<file path="src/rtl/mc_pkg.sv">
// Shared types and encodings for the multicycle MIPS control path.
package mc_pkg;

   typedef enum logic [3:0] {
      S_RESET,
      S_FETCH,
      S_DECODE,
      S_MEMADR,
      S_MEMRD,
      S_MEMWB,
      S_MEMWR,
      S_REXE,
      S_RWB,
      S_IEXE,
      S_IWB,
      S_BRANCH,
      S_JUMP
   } state_t;

   localparam logic [5:0] OP_R   = 6'b000000;
   localparam logic [5:0] OP_LW  = 6'b100011;
   localparam logic [5:0] OP_SW  = 6'b101011;
   localparam logic [5:0] OP_BEQ = 6'b000100;
   localparam logic [5:0] OP_BNE = 6'b000101;
   localparam logic [5:0] OP_J   = 6'b000010;
   localparam logic [2:0] OP_IALU_PFX = 3'b001;

   localparam logic [1:0] ALUOP_ADD   = 2'b00;
   localparam logic [1:0] ALUOP_SUB   = 2'b01;
   localparam logic [1:0] ALUOP_FUNCT = 2'b10;
   localparam logic [1:0] ALUOP_IOP   = 2'b11;

   localparam logic [1:0] SRCB_REG    = 2'b00;
   localparam logic [1:0] SRCB_FOUR   = 2'b01;
   localparam logic [1:0] SRCB_IMM    = 2'b10;
   localparam logic [1:0] SRCB_IMM_SH = 2'b11;

   localparam logic [1:0] PCSRC_ALU    = 2'b00;
   localparam logic [1:0] PCSRC_ALUOUT = 2'b01;
   localparam logic [1:0] PCSRC_JUMP   = 2'b10;

   // Dispatch target out of DECODE; S_FETCH means the opcode is not decodable.
   function automatic state_t decode_next(input logic [5:0] op);
      if (op == OP_R)
         return S_REXE;
      else if (op == OP_LW || op == OP_SW)
         return S_MEMADR;
      else if (op == OP_BEQ || op == OP_BNE)
         return S_BRANCH;
      else if (op == OP_J)
         return S_JUMP;
      else if (op[5:3] == OP_IALU_PFX)
         return S_IEXE;
      else
         return S_FETCH;
   endfunction

endpackage

</file>
<file path="src/rtl/mc_control_fsm.sv">
// Main control FSM of the multicycle MIPS core: sequences fetch, decode,
// execute, memory and write-back, and counts retired instructions.
//
// state    | meaning
// RESET    | idle after reset, all controls low
// FETCH    | read instruction at PC, PC += 4 on grant
// DECODE   | latch opcode, precompute branch target
// MEMADR   | compute load/store address
// MEMRD    | load data read
// MEMWB    | load data write-back (retire)
// MEMWR    | store data write (retire on grant)
// REXE     | R-type ALU operation
// RWB      | R-type write-back (retire)
// IEXE     | I-type ALU operation
// IWB      | I-type write-back (retire)
// BRANCH   | beq/bne compare and conditional PC load (retire)
// JUMP     | unconditional PC load (retire)
module mc_control_fsm
   import mc_pkg::*;
#(
   parameter int CNT_W = 32
) (
   input  logic             clk,
   input  logic             rst,
   input  logic [5:0]       opcode,
   input  logic             mem_ready,
   output logic             mem_req,
   output logic             MemWrite,
   output logic             IorD,
   output logic             IRWrite,
   output logic             PCWrite,
   output logic             PCWriteCond,
   output logic             branch_ne,
   output logic             RegDst,
   output logic             MemtoReg,
   output logic             RegWrite,
   output logic             ALUSrcA,
   output logic [1:0]       ALUSrcB,
   output logic [1:0]       ALUOp,
   output logic [2:0]       i_op,
   output logic             zero_ext,
   output logic [1:0]       PCSrc,
   output logic             instr_done,
   output logic             illegal_op,
   output logic [CNT_W-1:0] instr_count
);

   state_t     state_q;
   state_t     state_d;
   logic [5:0] op_q;

   // i_op and branch_ne follow op_q so they hold from DECODE to the next DECODE.
   assign i_op      = op_q[2:0];
   assign branch_ne = op_q[0];
   assign zero_ext  = (op_q[2:0] == 3'b100) || (op_q[2:0] == 3'b101) ||
                      (op_q[2:0] == 3'b110);

   always_ff @(posedge clk or posedge rst) begin
      if (rst) begin
         state_q     <= S_RESET;
         op_q        <= '0;
         instr_count <= '0;
      end else begin
         state_q <= state_d;
         if (state_q == S_DECODE)
            op_q <= opcode;
         if (instr_done)
            instr_count <= instr_count + CNT_W'(1);
      end
   end

   always_comb begin
      state_d     = state_q;
      mem_req     = 1'b0;
      MemWrite    = 1'b0;
      IorD        = 1'b0;
      IRWrite     = 1'b0;
      PCWrite     = 1'b0;
      PCWriteCond = 1'b0;
      RegDst      = 1'b0;
      MemtoReg    = 1'b0;
      RegWrite    = 1'b0;
      ALUSrcA     = 1'b0;
      ALUSrcB     = SRCB_REG;
      ALUOp       = ALUOP_ADD;
      PCSrc       = PCSRC_ALU;
      instr_done  = 1'b0;
      illegal_op  = 1'b0;
      case (state_q)
         S_RESET: state_d = S_FETCH;
         S_FETCH: begin
            mem_req = 1'b1;
            ALUSrcB = SRCB_FOUR;
            IRWrite = mem_ready;
            PCWrite = mem_ready;
            if (mem_ready)
               state_d = S_DECODE;
         end
         // Dispatch from the live opcode: it is the value being latched into op_q.
         S_DECODE: begin
            ALUSrcB = SRCB_IMM_SH;
            state_d = decode_next(opcode);
            if (state_d == S_FETCH)
               illegal_op = 1'b1;
         end
         S_MEMADR: begin
            ALUSrcA = 1'b1;
            ALUSrcB = SRCB_IMM;
            state_d = (op_q == OP_SW) ? S_MEMWR : S_MEMRD;
         end
         S_MEMRD: begin
            mem_req = 1'b1;
            IorD    = 1'b1;
            if (mem_ready)
               state_d = S_MEMWB;
         end
         S_MEMWB: begin
            MemtoReg   = 1'b1;
            RegWrite   = 1'b1;
            instr_done = 1'b1;
            state_d    = S_FETCH;
         end
         S_MEMWR: begin
            mem_req    = 1'b1;
            IorD       = 1'b1;
            MemWrite   = 1'b1;
            instr_done = mem_ready;
            if (mem_ready)
               state_d = S_FETCH;
         end
         S_REXE: begin
            ALUSrcA = 1'b1;
            ALUOp   = ALUOP_FUNCT;
            state_d = S_RWB;
         end
         S_RWB: begin
            RegDst     = 1'b1;
            RegWrite   = 1'b1;
            instr_done = 1'b1;
            state_d    = S_FETCH;
         end
         S_IEXE: begin
            ALUSrcA = 1'b1;
            ALUSrcB = SRCB_IMM;
            ALUOp   = ALUOP_IOP;
            state_d = S_IWB;
         end
         S_IWB: begin
            RegWrite   = 1'b1;
            instr_done = 1'b1;
            state_d    = S_FETCH;
         end
         S_BRANCH: begin
            ALUSrcA     = 1'b1;
            ALUOp       = ALUOP_SUB;
            PCSrc       = PCSRC_ALUOUT;
            PCWriteCond = 1'b1;
            instr_done  = 1'b1;
            state_d     = S_FETCH;
         end
         S_JUMP: begin
            PCWrite    = 1'b1;
            PCSrc      = PCSRC_JUMP;
            instr_done = 1'b1;
            state_d    = S_FETCH;
         end
         default: state_d = S_RESET;
      endcase
   end

endmodule

</file>
<file path="config.mk">
export PLATFORM = sky130hd
export DESIGN_NAME = mc_control_fsm
export DESIGN_NICKNAME = d
export VERILOG_FILES = /design/src/rtl/mc_pkg.sv /design/src/rtl/mc_control_fsm.sv
export SDC_FILE = /design/constraint.sdc
export NUM_CORES = 1
export LEC_CHECK = 0
export CORE_MARGIN = 1
export CORE_UTILIZATION = 48
export CTS_CLUSTER_DIAMETER = 100
export DETAILED_ROUTE_END_ITERATION = 12
export HOLD_SLACK_MARGIN = 0.05
export PLACE_DENSITY = 0.8
export SYNTH_ARGS = -nofsm -noshare
export SYNTH_HDL_FRONTEND = slang
export SYNTH_SLANG_ARGS = --single-unit
</file>
<file path="constraint.sdc">
create_clock -name clk -period 2.6 [get_ports clk]
set_clock_uncertainty 0.15 [all_clocks]
set_input_delay 0.52 -clock clk [delete_from_list [all_inputs] [get_ports clk]]
set_output_delay 0.52 -clock clk [all_outputs]
set_load 0.02 [all_outputs]
</file>
==> run_summary.xml, run 1 <==
<?xml version="1.0" encoding="UTF-8"?>
<metrics>
  <group name="sta">
    <metric name="rsz_0062_raised_after_global_routing" unit="">yes</metric>
    <metric name="finalCritPeriodShare" unit="%">97.5</metric>
    <metric name="setup_viol" unit="">0</metric>
    <metric name="timing.max_slew.rel_slack" unit="%">63.8</metric>
    <metric name="fmax" unit="MHz">394</metric>
    <metric name="setup_ws" unit="ps">64.9</metric>
    <metric name="finalHoldViolations" unit="">0</metric>
    <metric name="min_period" unit="ps">2540</metric>
    <metric name="timing_worst_slew_pin_value" unit="ps">542</metric>
    <metric name="report.final.slew_viol_count" unit="">0</metric>
    <metric name="setup-tns-final" unit="ps">0</metric>
  </group>
  <group name="routing">
    <metric name="finalWirelength" unit="mm">5.08</metric>
    <metric name="post_drt_via_cell_ratio" unit="">5.44</metric>
    <metric name="drt_drc_violations_left" unit="">0</metric>
    <metric name="antenna_left" unit="">0</metric>
    <metric name="via_count" unit="">1969</metric>
    <metric name="drt_first_iter_violations" unit="">137</metric>
    <metric name="number_of_search_and_repair_iterations_in_the_first_detailed_routing_pass" unit="">6</metric>
    <metric name="avgRoutedWirePerCell" unit="microns">14.0</metric>
  </group>
  <group name="global_route">
    <metric name="first_global_vias" unit="">1833</metric>
    <metric name="antenna_found_initial" unit="">0</metric>
    <metric name="grt_first_pass_wirelength" unit="mm">8.63</metric>
    <metric name="grt_max_degree" unit="">43</metric>
    <metric name="overflow_left_after_global_routing" unit="">0</metric>
    <metric name="gr-usage-all-layers" unit="%">21.7</metric>
  </group>
  <group name="finish">
    <metric name="layout.cells.most_common_list" unit="">45 x clkdlybuf4s50_1, 39 x dfrtp_1, 20 x nor2_1</metric>
    <metric name="mostFrequentLayoutCell" unit="">clkdlybuf4s50_1</metric>
    <metric name="area_growth" unit="%">39.7</metric>
    <metric name="antenna_cells" unit="">0</metric>
    <metric name="final_nets" unit="">319</metric>
    <metric name="layoutNonFillerInstCount" unit="">362</metric>
    <metric name="layout-drive-gt1-share" unit="%">14.5</metric>
    <metric name="finalCoreUtilization" unit="%">71.5</metric>
  </group>
  <group name="synth">
    <metric name="syn_nets" unit="">243</metric>
    <metric name="synthTopCellsByArea" unit="">dfrtp_1 46%, xor2_1 6.9%, xnor2_1 5.4%, mux2_2 3.5%, nor2_1 3.3%</metric>
    <metric name="synth_largest_type_area_fraction" unit="%">46.2</metric>
    <metric name="synthDistinctLibCells" unit="">46</metric>
    <metric name="synth_ff_type" unit="">dfrtp_1</metric>
    <metric name="ys_ff_latch" unit="">42</metric>
    <metric name="synth_async_sr_flop_share" unit="%">100</metric>
    <metric name="cells_after_synth" unit="">233</metric>
    <metric name="yosysWarnings" unit="">0</metric>
    <metric name="mapped_area" unit="sq um">2270</metric>
    <metric name="synthesis.area_per_instance" unit="sq um">9.76</metric>
    <metric name="synth_edf_count" unit="">0</metric>
    <metric name="synth_sequential_area_ratio" unit="%">46.2</metric>
    <metric name="synth_largest_area_cell" unit="">dfrtp_1</metric>
  </group>
  <group name="clock_tree">
    <metric name="cts-root-buf" unit="">clkbuf_8</metric>
    <metric name="cts.reportedPaths.clkPinSlew" unit="ps">70</metric>
    <metric name="clk-insertion-delay-late" unit="ps">290</metric>
    <metric name="cts_tree" unit="">done</metric>
    <metric name="clock_sink_count" unit="">42</metric>
    <metric name="numCtsBuffers" unit="">5</metric>
    <metric name="ctsLongestPathBuffers" unit="">2</metric>
    <metric name="cts-htree-levels" unit="">2</metric>
    <metric name="cts_setup_buffers" unit="">0</metric>
  </group>
  <group name="place">
    <metric name="routabilityCongestion" unit="">0.865</metric>
    <metric name="detailedPlacementHpwl" unit="mm">3.72</metric>
    <metric name="dpl_cells" unit="">354</metric>
    <metric name="port_buffers" unit="">63</metric>
    <metric name="preCtsSetupSlack" unit="ps">-396</metric>
  </group>
  <group name="floorplan">
    <metric name="placementRows" unit="">24</metric>
    <metric name="core" unit="sq um">4440</metric>
    <metric name="num_io_pins" unit="">64</metric>
    <metric name="floorplan.die_area" unit="sq um">5020</metric>
    <metric name="die_width" unit="microns">70.8</metric>
    <metric name="initial_utilization" unit="%">51.2</metric>
    <metric name="die_height" unit="microns">70.8</metric>
  </group>
  <group name="min_path">
    <metric name="holdCritPathClass" unit="">reg -&gt; reg</metric>
  </group>
  <group name="worst_setup_path">
    <metric name="critical-path-slowest-cell" unit="">clkdlybuf4s50_1</metric>
    <metric name="cp.arrival" unit="ps">1870</metric>
    <metric name="depth_of_the_most_critical_reg_to_reg_path" unit="">5</metric>
    <metric name="cp-end-kind" unit="">output port</metric>
    <metric name="reg2reg_slack" unit="ps">350</metric>
    <metric name="launch_point_of_the_worst_reg_to_reg_path" unit="">instr_count[6]</metric>
    <metric name="start_kind" unit="">primary input</metric>
    <metric name="timing.critical_path.fanout_max" unit="">2</metric>
    <metric name="crit_type" unit="">in -&gt; out</metric>
    <metric name="cp_slowest_stage_delay" unit="ps">450</metric>
    <metric name="worstReg2RegEnd" unit="">instr_count[27]</metric>
    <metric name="cp-endpoint" unit="">illegal_op</metric>
    <metric name="cp_cell_sequence" unit="">clkdlybuf4s50_1 &gt; nor4_2 &gt; a31oi_1 &gt; o31ai_1 &gt; nor2b_1 &gt; clkbuf_2</metric>
    <metric name="worst_setup_path_startpoint" unit="">opcode[3]</metric>
    <metric name="required" unit="ps">1930</metric>
  </group>
  <group name="power">
    <metric name="power_density" unit="nW/um^2">795</metric>
    <metric name="power.internal" unit="W">0.00161</metric>
    <metric name="power.combinational.fraction" unit="%">44.3</metric>
    <metric name="power_leakage" unit="nW">1.50</metric>
    <metric name="power.ir.vdd_worst" unit="uV">441</metric>
    <metric name="power.share.switching" unit="%">36.4</metric>
    <metric name="power.clock.fraction" unit="%">19.9</metric>
    <metric name="netSwitchingPower" unit="W">0.000921</metric>
    <metric name="part_of_the_power_in_registers" unit="%">35.8</metric>
  </group>
  <group name="job">
    <metric name="drv.max_cap_violation_count" unit="">0</metric>
  </group>
  <group name="status">
    <metric name="run_status" unit="">finished, final reports clean</metric>
  </group>
</metrics>
[power by group through the flow]
stage	combinational, W	clock [W]	sequential (W)
after global placement	0.00115	0	0.000906
after CTS	0.00114	0.000517	0.000903
after floorplan	0.000654	0	0.000919
after detailed placement	0.00116	0	0.000911
after global routing	0.00121	0.000541	0.000927
final	0.00112	0.000504	0.000903
[stage by stage]
| step | hold slack, ps | area, sq um | power (W) |
|---|---|---|---|
| after detailed placement | 322 | 3040 | 0.00207 |
| after global routing | 367 | 3180 | 0.00268 |
| after global placement | 310 | 3040 | 0.00205 |
| after floorplan | 322 | 2270 | 0.00157 |
| after CTS | 343 | 3150 | 0.00256 |
| final | 334 | 3180 | 0.00253 |
[timing repair]
action | 4_1_cts | 5_1_grt
gates resized for setup | 12 | 13
hold buffers | 0 | 0
endpoints found under the setup margin | 12 | 9
pin swaps | 0 | 2
[critical path, delay by kind of cell]
family / cells / cell delay [ps]
buffers and inverters: 2 / 610
AO/OA/AOI/OAI: 2 / 370
AND/OR/NAND/NOR: 2 / 360
[area by class of cell]
cell class                      instances  area [sq um]
Fill cell                             340          1270
Multi-Input combinational cell        170          1130
Sequential cell                        42          1050
Timing Repair Buffer                   82           785
Clock buffer                            7          76.3
Tap cell                               52          65.1
Clock inverter                          1          30.0
Inverter                                8          30.0
[per-layer routing]
metal | GRT usage [%] | vias up | wire, microns
met5 | 0 | - | 0
li1 | - | 966 | -
met2 | 33.8 | 50 | 2370
met3 | 4.42 | 8 | 202
met4 | 6.22 | 0 | 78
met1 | 30.8 | 945 | 2430
[how the worst min path moves through the flow]
stage                     slack [ps]               to       startpoint  cells past startpoint
after floorplan                  320          op_q[3]          op_q[3]                      1
after global placement           310  instr_count[31]  instr_count[31]                      1
after detailed placement         320  instr_count[31]  instr_count[31]                      1
after CTS                        340  instr_count[31]  instr_count[31]                      1
after global routing             370          op_q[3]          op_q[3]                      1
final                            330  instr_count[31]  instr_count[31]                      1
[registers in the layout, indices dropped and copies added, names as in the netlist]
register / flops
op_q: 6
instr_count: 32
state_q: 4
[kinds of logic (layout without fill, tap and decap cells)]
kind of cell	Yosys count	in the layout	share of synthesized area, %
AND/OR/NAND/NOR	98	98	23.5
flip-flops	42	42	46.2
XOR/XNOR	32	32	12.3
AO/OA/AOI/OAI	30	30	8.75
buffers and inverters	21	98	4.29
multiplexers	9	9	4.35
adder cells (fa/ha/maj)	1	1	0.550
[synthesized netlist by cell type, types with 2 or more instances]
cell type and instances:
buf_4 4, buf_1 2, nand2_1 16, and2_1 3, nand4_1 8, o21ai_0 4, or2_2 2, nor4_1 3
a21o_1 3, nand2b_1 2, nor3_2 2, nand3_1 11, a31oi_1 2, xnor2_1 14, inv_1 8, clkbuf_1 4
xor2_1 18, nor2_1 20, dfrtp_1 42, buf_2 3, nor3_1 13, and3_1 8, mux2_2 7, a21oi_1 9
nor2b_1 2, mux2i_1 2, a21boi_0 2
Power figures use the tool's default switching activity.
==> run 2, diff against run 1 <==
Settings changed: CORE_MARGIN 1 to not set.
==> results of run 2 <==
No change in the layout: final DEF, timing and power equal those of run 1.
==> run 3, diff against run 2 <==
Settings changed: CORE_UTILIZATION 48 to 43, PLACE_DENSITY 0.8 to 0.76.
Clock period 2.6 ns to 2.3 ns, I/O delays scaled along.
==> run 3 against run 2 <==
Global-route usage decreased by 1.6 points. Combinational power increased by 20%. Power increased by 16%. First-iteration DRC count decreased by 47%. Non-clock buffer count increased by 12. Core utilization decreased by 7.1 points. Via count increased by 2.3%. Largest cell class unchanged. Wire length increased by 2.4%.
==> run_summary.xml, run 3 (synthesized netlist as in run 1, its figures left out) <==
<?xml version="1.0" encoding="UTF-8"?>
<metrics>
  <group name="status">
    <metric name="run_status" unit="">finished, final reports clean</metric>
  </group>
  <group name="finish">
    <metric name="antenna_cells" unit="">0</metric>
    <metric name="regArea" unit="sq um">1050</metric>
    <metric name="multi_input_comb_area" unit="sq um">1160</metric>
    <metric name="final_nets" unit="">331</metric>
    <metric name="layout.cells.most_common_list" unit="">40 x clkdlybuf4s50_1, 40 x dfrtp_1, 32 x buf_4</metric>
    <metric name="area_growth" unit="%">44.5</metric>
    <metric name="finalCoreUtilization" unit="%">64.3</metric>
    <metric name="regMostFlops" unit="">instr_count</metric>
    <metric name="largest_register_ff_count" unit="">32</metric>
    <metric name="fillers" unit="">459</metric>
    <metric name="reg_top3" unit="">instr_count (32), op_q (6), state_q (4)</metric>
    <metric name="layout-drive-gt1-share" unit="%">20.2</metric>
  </group>
  <group name="global_route">
    <metric name="first_global_vias" unit="">1921</metric>
    <metric name="grt_max_degree" unit="">43</metric>
    <metric name="globalRouteMet1Util" unit="%">27.8</metric>
    <metric name="grt_busiest_layer" unit="">met2</metric>
    <metric name="global_route.usage.met3" unit="%">4.02</metric>
    <metric name="grt_first_pass_wirelength" unit="mm">8.67</metric>
    <metric name="overflow_left_after_global_routing" unit="">0</metric>
    <metric name="grtUsageMet2" unit="%">32.3</metric>
    <metric name="antenna_found_initial" unit="">0</metric>
    <metric name="gr-usage-all-layers" unit="%">20.1</metric>
  </group>
  <group name="place">
    <metric name="detailedPlacementHpwl" unit="mm">3.93</metric>
    <metric name="routabilityCongestion" unit="">0.890</metric>
    <metric name="port_buffers" unit="">63</metric>
    <metric name="preCtsSetupSlack" unit="ps">-615</metric>
  </group>
  <group name="worst_setup_path">
    <metric name="cp_top_family" unit="">buffers and inverters</metric>
    <metric name="start_kind" unit="">flop</metric>
    <metric name="required" unit="ps">1690</metric>
    <metric name="cp.arrival" unit="ps">1620</metric>
    <metric name="crit_type" unit="">reg -&gt; out</metric>
    <metric name="cp_cell_sequence" unit="">buf_4 &gt; nand2_1 &gt; o22ai_1 &gt; and2_1 &gt; clkdlybuf4s15_1</metric>
    <metric name="critical_path_buf_inv_count" unit="">2</metric>
    <metric name="critical-path-slowest-cell" unit="">dfrtp_1</metric>
    <metric name="cp_slowest_stage_delay" unit="ps">410</metric>
    <metric name="cp-end-kind" unit="">output port</metric>
    <metric name="timing.critical_path.fanout_max" unit="">11</metric>
  </group>
  <group name="clock_tree">
    <metric name="cts-root-buf" unit="">clkbuf_8</metric>
    <metric name="cts.reportedPaths.clkPinSlew" unit="ps">80</metric>
    <metric name="clock_sink_count" unit="">42</metric>
    <metric name="clk-insertion-delay-late" unit="ps">290</metric>
    <metric name="cts_tree" unit="">done</metric>
    <metric name="cts-htree-levels" unit="">2</metric>
    <metric name="ctsLongestPathBuffers" unit="">2</metric>
    <metric name="numCtsBuffers" unit="">5</metric>
  </group>
  <group name="sta">
    <metric name="timing_worst_slew_pin_value" unit="ps">540</metric>
    <metric name="setup_ws" unit="ps">72.2</metric>
    <metric name="report.final.slew_viol_count" unit="">0</metric>
    <metric name="setup-tns-final" unit="ps">0</metric>
    <metric name="timing.hold.ws" unit="ps">329</metric>
    <metric name="finalCritPeriodShare" unit="%">96.9</metric>
    <metric name="fmax" unit="MHz">449</metric>
    <metric name="setup_viol" unit="">0</metric>
    <metric name="rsz_0062_raised_after_global_routing" unit="">no</metric>
    <metric name="timing.max_slew.rel_slack" unit="%">63.9</metric>
    <metric name="min_period" unit="ps">2230</metric>
    <metric name="finalHoldViolations" unit="">0</metric>
  </group>
  <group name="power">
    <metric name="power_leakage" unit="nW">1.51</metric>
    <metric name="power.internal" unit="W">0.00184</metric>
    <metric name="power_density" unit="nW/um^2">890</metric>
    <metric name="power.combinational.fraction" unit="%">45.8</metric>
    <metric name="netSwitchingPower" unit="W">0.00108</metric>
    <metric name="power.ir.vdd_worst" unit="uV">569</metric>
    <metric name="power.share.switching" unit="%">36.9</metric>
    <metric name="p_total" unit="W">0.00292</metric>
    <metric name="part_of_the_power_in_registers" unit="%">34.5</metric>
    <metric name="power.clock.fraction" unit="%">19.7</metric>
  </group>
  <group name="min_path">
    <metric name="holdCritPathClass" unit="">reg -&gt; reg</metric>
  </group>
  <group name="floorplan">
    <metric name="placementRows" unit="">26</metric>
    <metric name="core" unit="sq um">5110</metric>
    <metric name="floorplan.die_area" unit="sq um">5580</metric>
    <metric name="initial_utilization" unit="%">44.5</metric>
    <metric name="num_io_pins" unit="">64</metric>
    <metric name="die_height" unit="microns">74.7</metric>
    <metric name="die_width" unit="microns">74.7</metric>
  </group>
  <group name="routing">
    <metric name="post_drt_via_cell_ratio" unit="">5.14</metric>
    <metric name="number_of_search_and_repair_iterations_in_the_first_detailed_routing_pass" unit="">4</metric>
    <metric name="drt_first_iter_violations" unit="">73</metric>
    <metric name="drt_drc_violations_left" unit="">0</metric>
    <metric name="antenna_left" unit="">0</metric>
    <metric name="avgRoutedWirePerCell" unit="microns">13.3</metric>
    <metric name="finalWirelength" unit="mm">5.20</metric>
    <metric name="via_count" unit="">2014</metric>
  </group>
  <group name="job">
    <metric name="drv.max_cap_violation_count" unit="">0</metric>
  </group>
</metrics>
run 3: cell type report:
type	count	share of cell area, %
Multi-Input combinational cell	170	35.3
Timing Repair Buffer	94	25.7
Tap cell	70	2.67
Clock inverter	2	1.14
Inverter	8	0.914
Sequential cell	42	32.1
Clock buffer	6	2.21
run 3: metal layers:
layer,up-vias,part of all wire (%)
li1,990,-
met1,984,48
met2,34,48
met3,6,3.0
met4,0,1.2
met5,-,0
run 3: stage by stage:
step | std cells | instance area [sq um]
floorplan | 233 | 2270
global placement | 382 | 3140
detailed placement | 382 | 3140
CTS | 391 | 3260
global route | 392 | 3280
finish | 392 | 3280
run 3: repair_timing:
| item | CTS | global route |
|---|---|---|
| hold buffers | 0 | 0 |
| pin swaps | 1 | 4 |
| setup endpoints to repair | 18 | 9 |
| resized for setup | 29 | 18 |
| buffers inserted | 1 | 1 |
run 3: worst reg2reg max path, stage by stage, from the launching register on:
cell,delay (ps)
dfrtp_1,420
and3_1,220
and3_1,240
or4b_4,550
nor3_1,250
xor2_1,170
run 3: path summary, 6_finish.rpt:
kind	startpoint	endpoint	slack, ps	depth (start not counted)
max reg2reg	instr_count[19]	instr_count[26]	240	5
max	state_q[1]	ALUOp[1]	70	5
max in group asynchronous	rst	state_q[3]	1170	3
min reg2reg	instr_count[31]	instr_count[31]	330	1
min	instr_count[31]	instr_count[31]	330	1
min in group asynchronous	rst	instr_count[21]	450	3
run 3: power by group through the flow:
stage	logic, W	registers, W	clock network [W]
3_3_place_gp	0.00137	0.00101	0
3_5_place_dp	0.00139	0.00102	0
2_1_floorplan	0.000740	0.00104	0
4_1_cts	0.00134	0.00100	0.000586
5_1_grt	0.00145	0.00103	0.000610
6_report	0.00134	0.00101	0.000577
